===== config.mk =====
export PLATFORM = sky130hd
export DESIGN_NAME = p_mul_arbiter
export DESIGN_NICKNAME = d
export VERILOG_FILES = /design/src/rtl/p_mul_pkg.sv /design/src/rtl/p_mul_arb_pick.sv /design/src/rtl/p_mul_arbiter.sv
export SDC_FILE = /design/constraint.sdc
export NUM_CORES = 1
export LEC_CHECK = 0
export CELL_PAD_IN_SITES_DETAIL_PLACEMENT = 1
export CELL_PAD_IN_SITES_GLOBAL_PLACEMENT = 1
export CORE_UTILIZATION = 23
export DETAILED_ROUTE_END_ITERATION = 16
export PLACE_DENSITY_LB_ADDON = 0.1
export SLEW_MARGIN = 20
export SYNTH_ARGS = -nofsm -noshare
export SYNTH_HDL_FRONTEND = slang
export SYNTH_HIERARCHICAL = 1
export SYNTH_SLANG_ARGS = --single-unit

===== constraint.sdc =====
create_clock -name clock -period 2.4 [get_ports clock]
set_input_delay 0.24 -clock clock [delete_from_list [all_inputs] [get_ports clock]]
set_output_delay 0.24 -clock clock [all_outputs]
set_load 0.02 [all_outputs]

===== src/rtl/p_mul_pkg.sv =====
// Shared types and constants for the p_mul sharing arbiter.
// Latency: none (declarations only).
// Backpressure: none (declarations only).
package p_mul_pkg;

    // One-hot pack widths understood by p_mul
    localparam logic [4:0] PW_32 = 5'b00001;
    localparam logic [4:0] PW_16 = 5'b00010;
    localparam logic [4:0] PW_8  = 5'b00100;
    localparam logic [4:0] PW_4  = 5'b01000;
    localparam logic [4:0] PW_2  = 5'b10000;

    // Width of the captured operation: 3 op selects + 5 pack width + 2x32 operands
    localparam int HOLD_W = 72;

    typedef enum logic {
        IDLE = 1'b0,
        BUSY = 1'b1
    } state_t;

    // Operation as presented to p_mul, captured once at grant time
    typedef struct packed {
        logic        mul_l;
        logic        mul_h;
        logic        clmul;
        logic [4:0]  pw;
        logic [31:0] crs1;
        logic [31:0] crs2;
    } hold_t;

endpackage


===== src/rtl/p_mul_arb_pick.sv =====
// Rotating-start priority picker: first set request at or after start_i, wrapping.
// Latency: purely combinational.
// Backpressure: none; any_o low when no request is set.
module p_mul_arb_pick #(
    parameter int NREQ = 2,
    parameter int IW   = $clog2(NREQ)
) (
    input  logic [NREQ-1:0] req_i,
    input  logic [IW-1:0]   start_i,
    output logic [NREQ-1:0] gnt_o,
    output logic [IW-1:0]   idx_o,
    output logic            any_o
);

    int   pos;
    logic found;

    // Walk the requesters in priority order starting at start_i; first hit wins
    always_comb begin
        gnt_o = '0;
        idx_o = '0;
        found = 1'b0;
        pos   = 0;
        for (int i = 0; i < NREQ; i++) begin
            pos = int'(start_i) + i;
            if (pos >= NREQ) begin
                pos = pos - NREQ;
            end
            for (int j = 0; j < NREQ; j++) begin
                if (!found && (pos == j) && req_i[j]) begin
                    found    = 1'b1;
                    gnt_o[j] = 1'b1;
                    idx_o    = IW'(j);
                end
            end
        end
        any_o = found;
    end

endmodule


===== src/rtl/p_mul_arbiter.sv =====
// Shares one multi-cycle p_mul between NREQ requesters; P_MUL_ARB_RR_EN selects rotating priority.
// Latency: grant edge -> mul_valid next cycle; req_ready same cycle as mul_ready; one IDLE bubble after.
// Backpressure: requesters hold req_valid until their req_ready pulse; p_mul paces completion via mul_ready.
module p_mul_arbiter #(
    parameter int NREQ = 2,
    parameter int IW   = $clog2(NREQ)
) (
    input  logic                 clock,
    input  logic                 reset,
    input  logic [NREQ-1:0]      req_valid,
    output logic [NREQ-1:0]      req_ready,
    input  logic [NREQ-1:0]      req_mul_l,
    input  logic [NREQ-1:0]      req_mul_h,
    input  logic [NREQ-1:0]      req_clmul,
    input  logic [5*NREQ-1:0]    req_pw,
    input  logic [32*NREQ-1:0]   req_crs1,
    input  logic [32*NREQ-1:0]   req_crs2,
    output logic [31:0]          req_result,
    output logic                 mul_valid,
    input  logic                 mul_ready,
    output logic                 mul_l,
    output logic                 mul_h,
    output logic                 mul_clmul,
    output logic [4:0]           mul_pw,
    output logic [31:0]          mul_crs1,
    output logic [31:0]          mul_crs2,
    input  logic [31:0]          mul_result,
    output logic [IW-1:0]        grant_idx,
    output logic                 busy
);

    import p_mul_pkg::*;

    state_t          state_q, state_d;
    hold_t           hold_q, hold_d;
    hold_t           cand;
    logic [IW-1:0]   grant_q, grant_d;
    logic [IW-1:0]   start_ptr;
    logic [NREQ-1:0] pick_gnt;
    logic [IW-1:0]   pick_idx;
    logic            pick_any;
    logic            done;

`ifdef P_MUL_ARB_RR_EN
    logic [IW-1:0] prio_q, prio_d;

    assign start_ptr = prio_q;

    // Priority moves to the requester just after the one granted, wrapping at NREQ
    always_comb begin
        prio_d = prio_q;
        if (state_q == IDLE && pick_any) begin
            prio_d = (pick_idx == IW'(NREQ - 1)) ? '0 : pick_idx + IW'(1);
        end
    end

    // Priority pointer register
    always_ff @(posedge clock or posedge reset) begin
        if (reset) begin
            prio_q <= '0;
        end else begin
            prio_q <= prio_d;
        end
    end
`else
    // Fixed priority: lowest index always wins
    assign start_ptr = '0;
`endif

    p_mul_arb_pick #(
        .NREQ (NREQ),
        .IW   (IW)
    ) u_pick (
        .req_i   (req_valid),
        .start_i (start_ptr),
        .gnt_o   (pick_gnt),
        .idx_o   (pick_idx),
        .any_o   (pick_any)
    );

    // One-hot select of the winning requester's operation fields
    always_comb begin
        cand = '0;
        for (int i = 0; i < NREQ; i++) begin
            if (pick_gnt[i]) begin
                cand.mul_l = req_mul_l[i];
                cand.mul_h = req_mul_h[i];
                cand.clmul = req_clmul[i];
                cand.pw    = req_pw[5*i +: 5];
                cand.crs1  = req_crs1[32*i +: 32];
                cand.crs2  = req_crs2[32*i +: 32];
            end
        end
    end

    // FSM next state: capture the winner once in IDLE, wait for p_mul in BUSY
    always_comb begin
        state_d = state_q;
        hold_d  = hold_q;
        grant_d = grant_q;
        case (state_q)
            IDLE: begin
                if (pick_any) begin
                    state_d = BUSY;
                    hold_d  = cand;
                    grant_d = pick_idx;
                end
            end
            BUSY: begin
                if (mul_ready) begin
                    state_d = IDLE;
                end
            end
            default: state_d = IDLE;
        endcase
    end

    // State, hold and owner registers
    always_ff @(posedge clock or posedge reset) begin
        if (reset) begin
            state_q <= IDLE;
            hold_q  <= '0;
            grant_q <= '0;
        end else begin
            state_q <= state_d;
            hold_q  <= hold_d;
            grant_q <= grant_d;
        end
    end

    assign busy      = (state_q == BUSY);
    assign mul_valid = busy;
    assign done      = busy && mul_ready;
    assign grant_idx = grant_q;

    // p_mul only ever sees the captured copy, never live requester ports
    assign mul_l     = hold_q.mul_l;
    assign mul_h     = hold_q.mul_h;
    assign mul_clmul = hold_q.clmul;
    assign mul_pw    = hold_q.pw;
    assign mul_crs1  = hold_q.crs1;
    assign mul_crs2  = hold_q.crs2;

    // Route completion and result to the owner only in the completion cycle
    always_comb begin
        req_ready = '0;
        for (int i = 0; i < NREQ; i++) begin
            req_ready[i] = done && (grant_q == IW'(i));
        end
        req_result = done ? mul_result : 32'd0;
    end

endmodule


---- After elaboration in Yosys (flattened, before gate mapping) ----
Index checks and enable logic that the tools add are counted.
storage, ports and cells
  output and inout port bits .............. 109
  input port bits ......................... 181
  word-level logic and storage cells ...... 25
  flip-flop bits (word level) ............. 74
cells by class
  bitwise gates (word level) .............. 2
  reductions and logical operators ........ 6
  muxes and demuxes ....................... 9
operators by type and width
  cell               number
  $mux 72            2
  $mux 32            1
  $mux 1             5
  $logic_and 1x1->1  4
  $not 1->1          2
  $pmux 1 s2         1
  $reduce_and 2->1   1
  $logic_not 1->1    1

---- Depth between registers and ports, before layout ----
  depth in word-level cells ............... 6
  depth in mapped cells ................... 7

---- Cells and area by module ----
The synthesis kept the hierarchy.
by module, submodules not included
  module          area an instance (µm²)  sequential area each (µm²)  cells each  instances
  p_mul_arbiter   3638.5                  1851.8                      372         1
  p_mul_arb_pick  32.5                    0.0                         5           1

---- Worst setup path before layout ----
No wires, ideal clock.
  path kind ............................... reg-to-output
  start point ............................. register state_q, in the netlist busy
  end point ............................... output port req_ready[0]
  slack ................................... 1.010 ns
  cell stages (with the launch flop) ...... 4
  arrival ................................. 1.150 ns
  path buffers ............................ 1
  cell sequence ........................... dfrtp_1 > clkbuf_1 > nand2_1 > nor2_1
between the ends
  word-level cells in the longest chain between the ends .. 2
ends and longest elaborated chain
  what                    RTL line              RTL
  from (decl)             p_mul_arbiter.sv:34   state_t state_q, state_d;
  from (signal assigned)  p_mul_arbiter.sv:125  state_q <= state_d;
  $logic_and 1x1->1       p_mul_arbiter.sv:133  assign done = busy && mul_ready;
  $logic_and 1x1->1       p_mul_arbiter.sv:148  req_ready[i] = done && (grant_q == IW'(i));
  to (decl)               p_mul_arbiter.sv:11   output logic [NREQ-1:0] req_ready,
Every way passes these cells.

---- Worst setup path after layout ----
  start point ............................. register state_q, in the netlist busy
  end point ............................... output port req_result[15]
between the ends
  word-level cells in the longest chain between the ends .. 2
ends and longest elaborated chain
  what               RTL line              RTL
  $logic_and 1x1->1  p_mul_arbiter.sv:133
  $mux 32            p_mul_arbiter.sv:150  req_result = done ? mul_result : 32'd0;
  to (decl)          p_mul_arbiter.sv:18   output logic [31:0] req_result,
Every way passes these cells.

==> results.tsv <==
stage	metric	value	unit
floorplan	Die H	128	microns
logic_synthesis	share of the synthesized area in the top cell type	0.504	
worst_setup_path	Critical Path Start Type	flop	
timing	final hold viol count	0	
cts	post_cts resized	0	
timing	Min Clock Period, post-route	2140	ps
cts	total CTS buffers	9	
cells_and_area	fraction of layout cells with a size suffix above 1	0.0828	
floorplan	# IOs	290	
timing	RSZ-0062 raised after global routing	false	
logic_synthesis	Synth Cell Area	0.00367	sq mm
logic_synthesis	ys flop type	dfrtp_1	
floorplan	Die Width	128	microns
logic_synthesis	sequential fraction of the synthesis area	0.504	
cts	H-Tree Depth	3	
timing	FMAX	0.467	GHz
logic_synthesis	synthesized flop and latch total	74	
cts	# Post-CTS Setup Buffers	0	
worst_setup_path	Worst EP required	2160	ps
logic_synthesis	syn avg cell area	9.74	sq um
global_route	initial antenna violation count	0	
worst_setup_path	worst-path fanout max	36	
logic_synthesis	EDFF count, synth	0	
timing	period utilization	0.893	
worst_setup_path	CP arrival	1900	ps
pwr	Pleak	2.84	nW
cells_and_area	final instance area	0.00708	sq mm
floorplan	die area	0.0165	sq mm
timing	Final Max Tran Viols	0	
worst_setup_path	Worst Setup End Kind	output port	
routing	routed vias	3932	
routing	Avg WL per Cell	16.4	microns
floorplan	Initial Util	0.239	
routing	vias per inst	4.55	
floorplan	Core ar.	0.0154	sq mm
cts	CTS tree	built	
logic_synthesis	synthesized instance count	377	
cts	hold_buf cts	0	
cts	clock-pin transition on the worst setup and hold timing paths	60	ps
routing	DRC	0	
logic_synthesis	biggest area consumer among synthesized cells	dfrtp_1	
logic_synthesis	Post-synth ARST share	1.00	
worst_setup_path	Critical-path top delay cell	clkdlybuf4s50_1	
worst_setup_path	Worst Path Class, Setup	reg2out	
logic_synthesis	synth top area cells	dfrtp_1 50%, a22oi_1 15%, nor2_1 7.5%, a21oi_2 6.4%, a21oi_1 6.0%	
status	status	finished, final reports clean	
routing	final wirelength	14.2	mm
global_route	first-pass GRT wire length	21.5	mm
min_path	HP Class	in2async	
routing	DR iter-0 viols	151	
logic_synthesis	YS warnings	6	
placement	Placer Congestion	0.720	
pwr	Peak VDD IR	0.000392	V
worst_setup_path	Slowest Stage Delay on Critical Path	640	ps
cts	CTS Sinks	74	
cts	clk_lat worst skew	340	ps
cells_and_area	Area Growth Syn to Fin	92.9	%
worst_setup_path	Buf/Inv on CP	2	
routing	first-pass detailed-route iteration total	4	
worst_setup_path	cells along the critical path	buf_4 -> and3_1 -> clkdlybuf4s50_1	
placement	IO buf count	289	
worst_setup_path	kind of cell adding the most delay to the critical path	buffers and inverters	
cts	Clock Tree Root	clkbuf_16	
timing	Clock Skew	3.29	ps
timing	Post-Route Setup TNS	0	ps
pwr	pwr/cell area	968	mW/mm^2
global_route	vias in the first global route	3960	
cells_and_area	fillers	1731	
floorplan	Core Rows	45	
global_route	total gr overflow	0	
logic_synthesis	library cells used by synthesis	21	
job	# Max-Cap Violations	0	
cts	Max clock buf depth	2	
timing	setup violators final	0	
placement	Area after DPL	0.00672	sq mm
cells_and_area	fin nets	829	
global_route	largest net degree at the start of global routing	81	
global_route	GRT Overall Usage	0.171	
routing	final antenna-violating net count	0	
placement	placed wire-length estimate	10.7	mm
[metal layers]
layer  global-route usage  routed length, microns
met1                0.196                    5600
met2                0.282                    6920
met3               0.0719                    1420
met4               0.0664                     266
met5                    0                       0
[per-stage QoR]
| stage | setup WS (ps) | power [W] | hold slack [ps] | util | cells |
|---|---|---|---|---|---|
| after floorplan | 278 | 0.00361 | 390 | - | 378 |
| after global placement | 373 | 0.00521 | 500 | 0.437 | 848 |
| after detailed placement | 322 | 0.00528 | 503 | 0.437 | 848 |
| after CTS | 228 | 0.00695 | 327 | 0.461 | 863 |
| after global routing | 146 | 0.00725 | 329 | 0.461 | 863 |
| final | 258 | 0.00685 | 305 | 0.461 | 864 |
[final cells by class]
type,count,area (sq um),area share
repair buffers,298,3010,0.425
flip-flops and latches,74,1850,0.261
multi-input cells,262,1590,0.224
well taps,211,264,0.0373
clock buffers,10,229,0.0323
clock inverters,5,128,0.0180
inverters,3,12.5,0.00177
diodes,1,2.50,0.000353
[sequential cells by signal (all words and copies together), names as in the netlist]
name / count
mul_h: 1
busy: 1
grant_idx: 1
mul_clmul: 1
mul_crs1: 32
mul_l: 1
mul_pw: 5
mul_crs2: 32
[where the power goes]
group / internal (W) / leakage (nW) / switching (W)
Combinational: 0.00156 / 1.81 / 0.00166
Clock: 0.00112 / 0.169 / 0.000520
Sequential: 0.00174 / 0.859 / 0.000264
Total: 0.00441 / 2.84 / 0.00244
[synthesized netlist by cell type (2+ instances only)]
library cell / instances
dfrtp_1: 74
nor2_1: 73
a22oi_1: 71
a21oi_1: 44
and3_1: 33
a21oi_2: 27
buf_2: 17
buf_4: 10
buf_6: 6
clkbuf_1: 6
a21boi_1: 3
inv_1: 3
nand2_1: 2
[final timing paths]
check	start	to	slack (ps)	depth (start not counted)
worst min-delay path	reset	mul_crs1[25]$_DFFE_PP0P_	310	3
worst max register to register	busy$_DFF_PP0_	mul_crs2[2]$_DFFE_PP0P_	1080	4
max in group asynchronous	reset	mul_crs2[26]$_DFFE_PP0P_	1760	3
worst min register to register	mul_crs1[6]$_DFFE_PP0P_	mul_crs1[6]$_DFFE_PP0P_	510	2
min in group clock	req_mul_h[1]	mul_h$_DFFE_PP0P_	470	3
worst max-delay path	busy$_DFF_PP0_	req_result[15]	260	3
[worst min-delay path: stages]
cell and delay (ps):
clkdlybuf4s50_1 420, clkinv_2 70, buf_12 330
[kinds of logic after synthesis]
| family | share of synthesized area |
|---|---|
| AO/OA/AOI/OAI | 0.279 |
| buffers and inverters | 0.0712 |
| multiplexers | 0.00307 |
| flip-flops | 0.504 |
| AND/OR/NAND/NOR | 0.141 |
| other | 0.00102 |
[layout by cell type (no fill, tap or decap)]
| master | instances |
|---|---|
| clkdlybuf4s50_1 | 289 |
| clkinv_2 | 1 |
| a21boi_1 | 2 |
| conb_1 | 2 |
| dfrtp_1 | 74 |
| nand2_1 | 2 |
| clkinvlp_4 | 1 |
| buf_4 | 5 |
| inv_1 | 2 |
| a31oi_1 | 1 |
| bufinv_16 | 4 |
| diode_2 | 1 |
| a22oi_1 | 71 |
| a21oi_1 | 44 |
| or2_1 | 1 |
| a21o_1 | 1 |
| a21oi_2 | 27 |
| clkbuf_16 | 9 |
| a21boi_4 | 1 |
| mux2_1 | 1 |
| buf_12 | 4 |
| nor2_1 | 73 |
| nand3b_1 | 1 |
| nor2b_4 | 2 |
| clkbuf_1 | 1 |
| and3_1 | 33 |
Power figures use the tool's default switching activity.
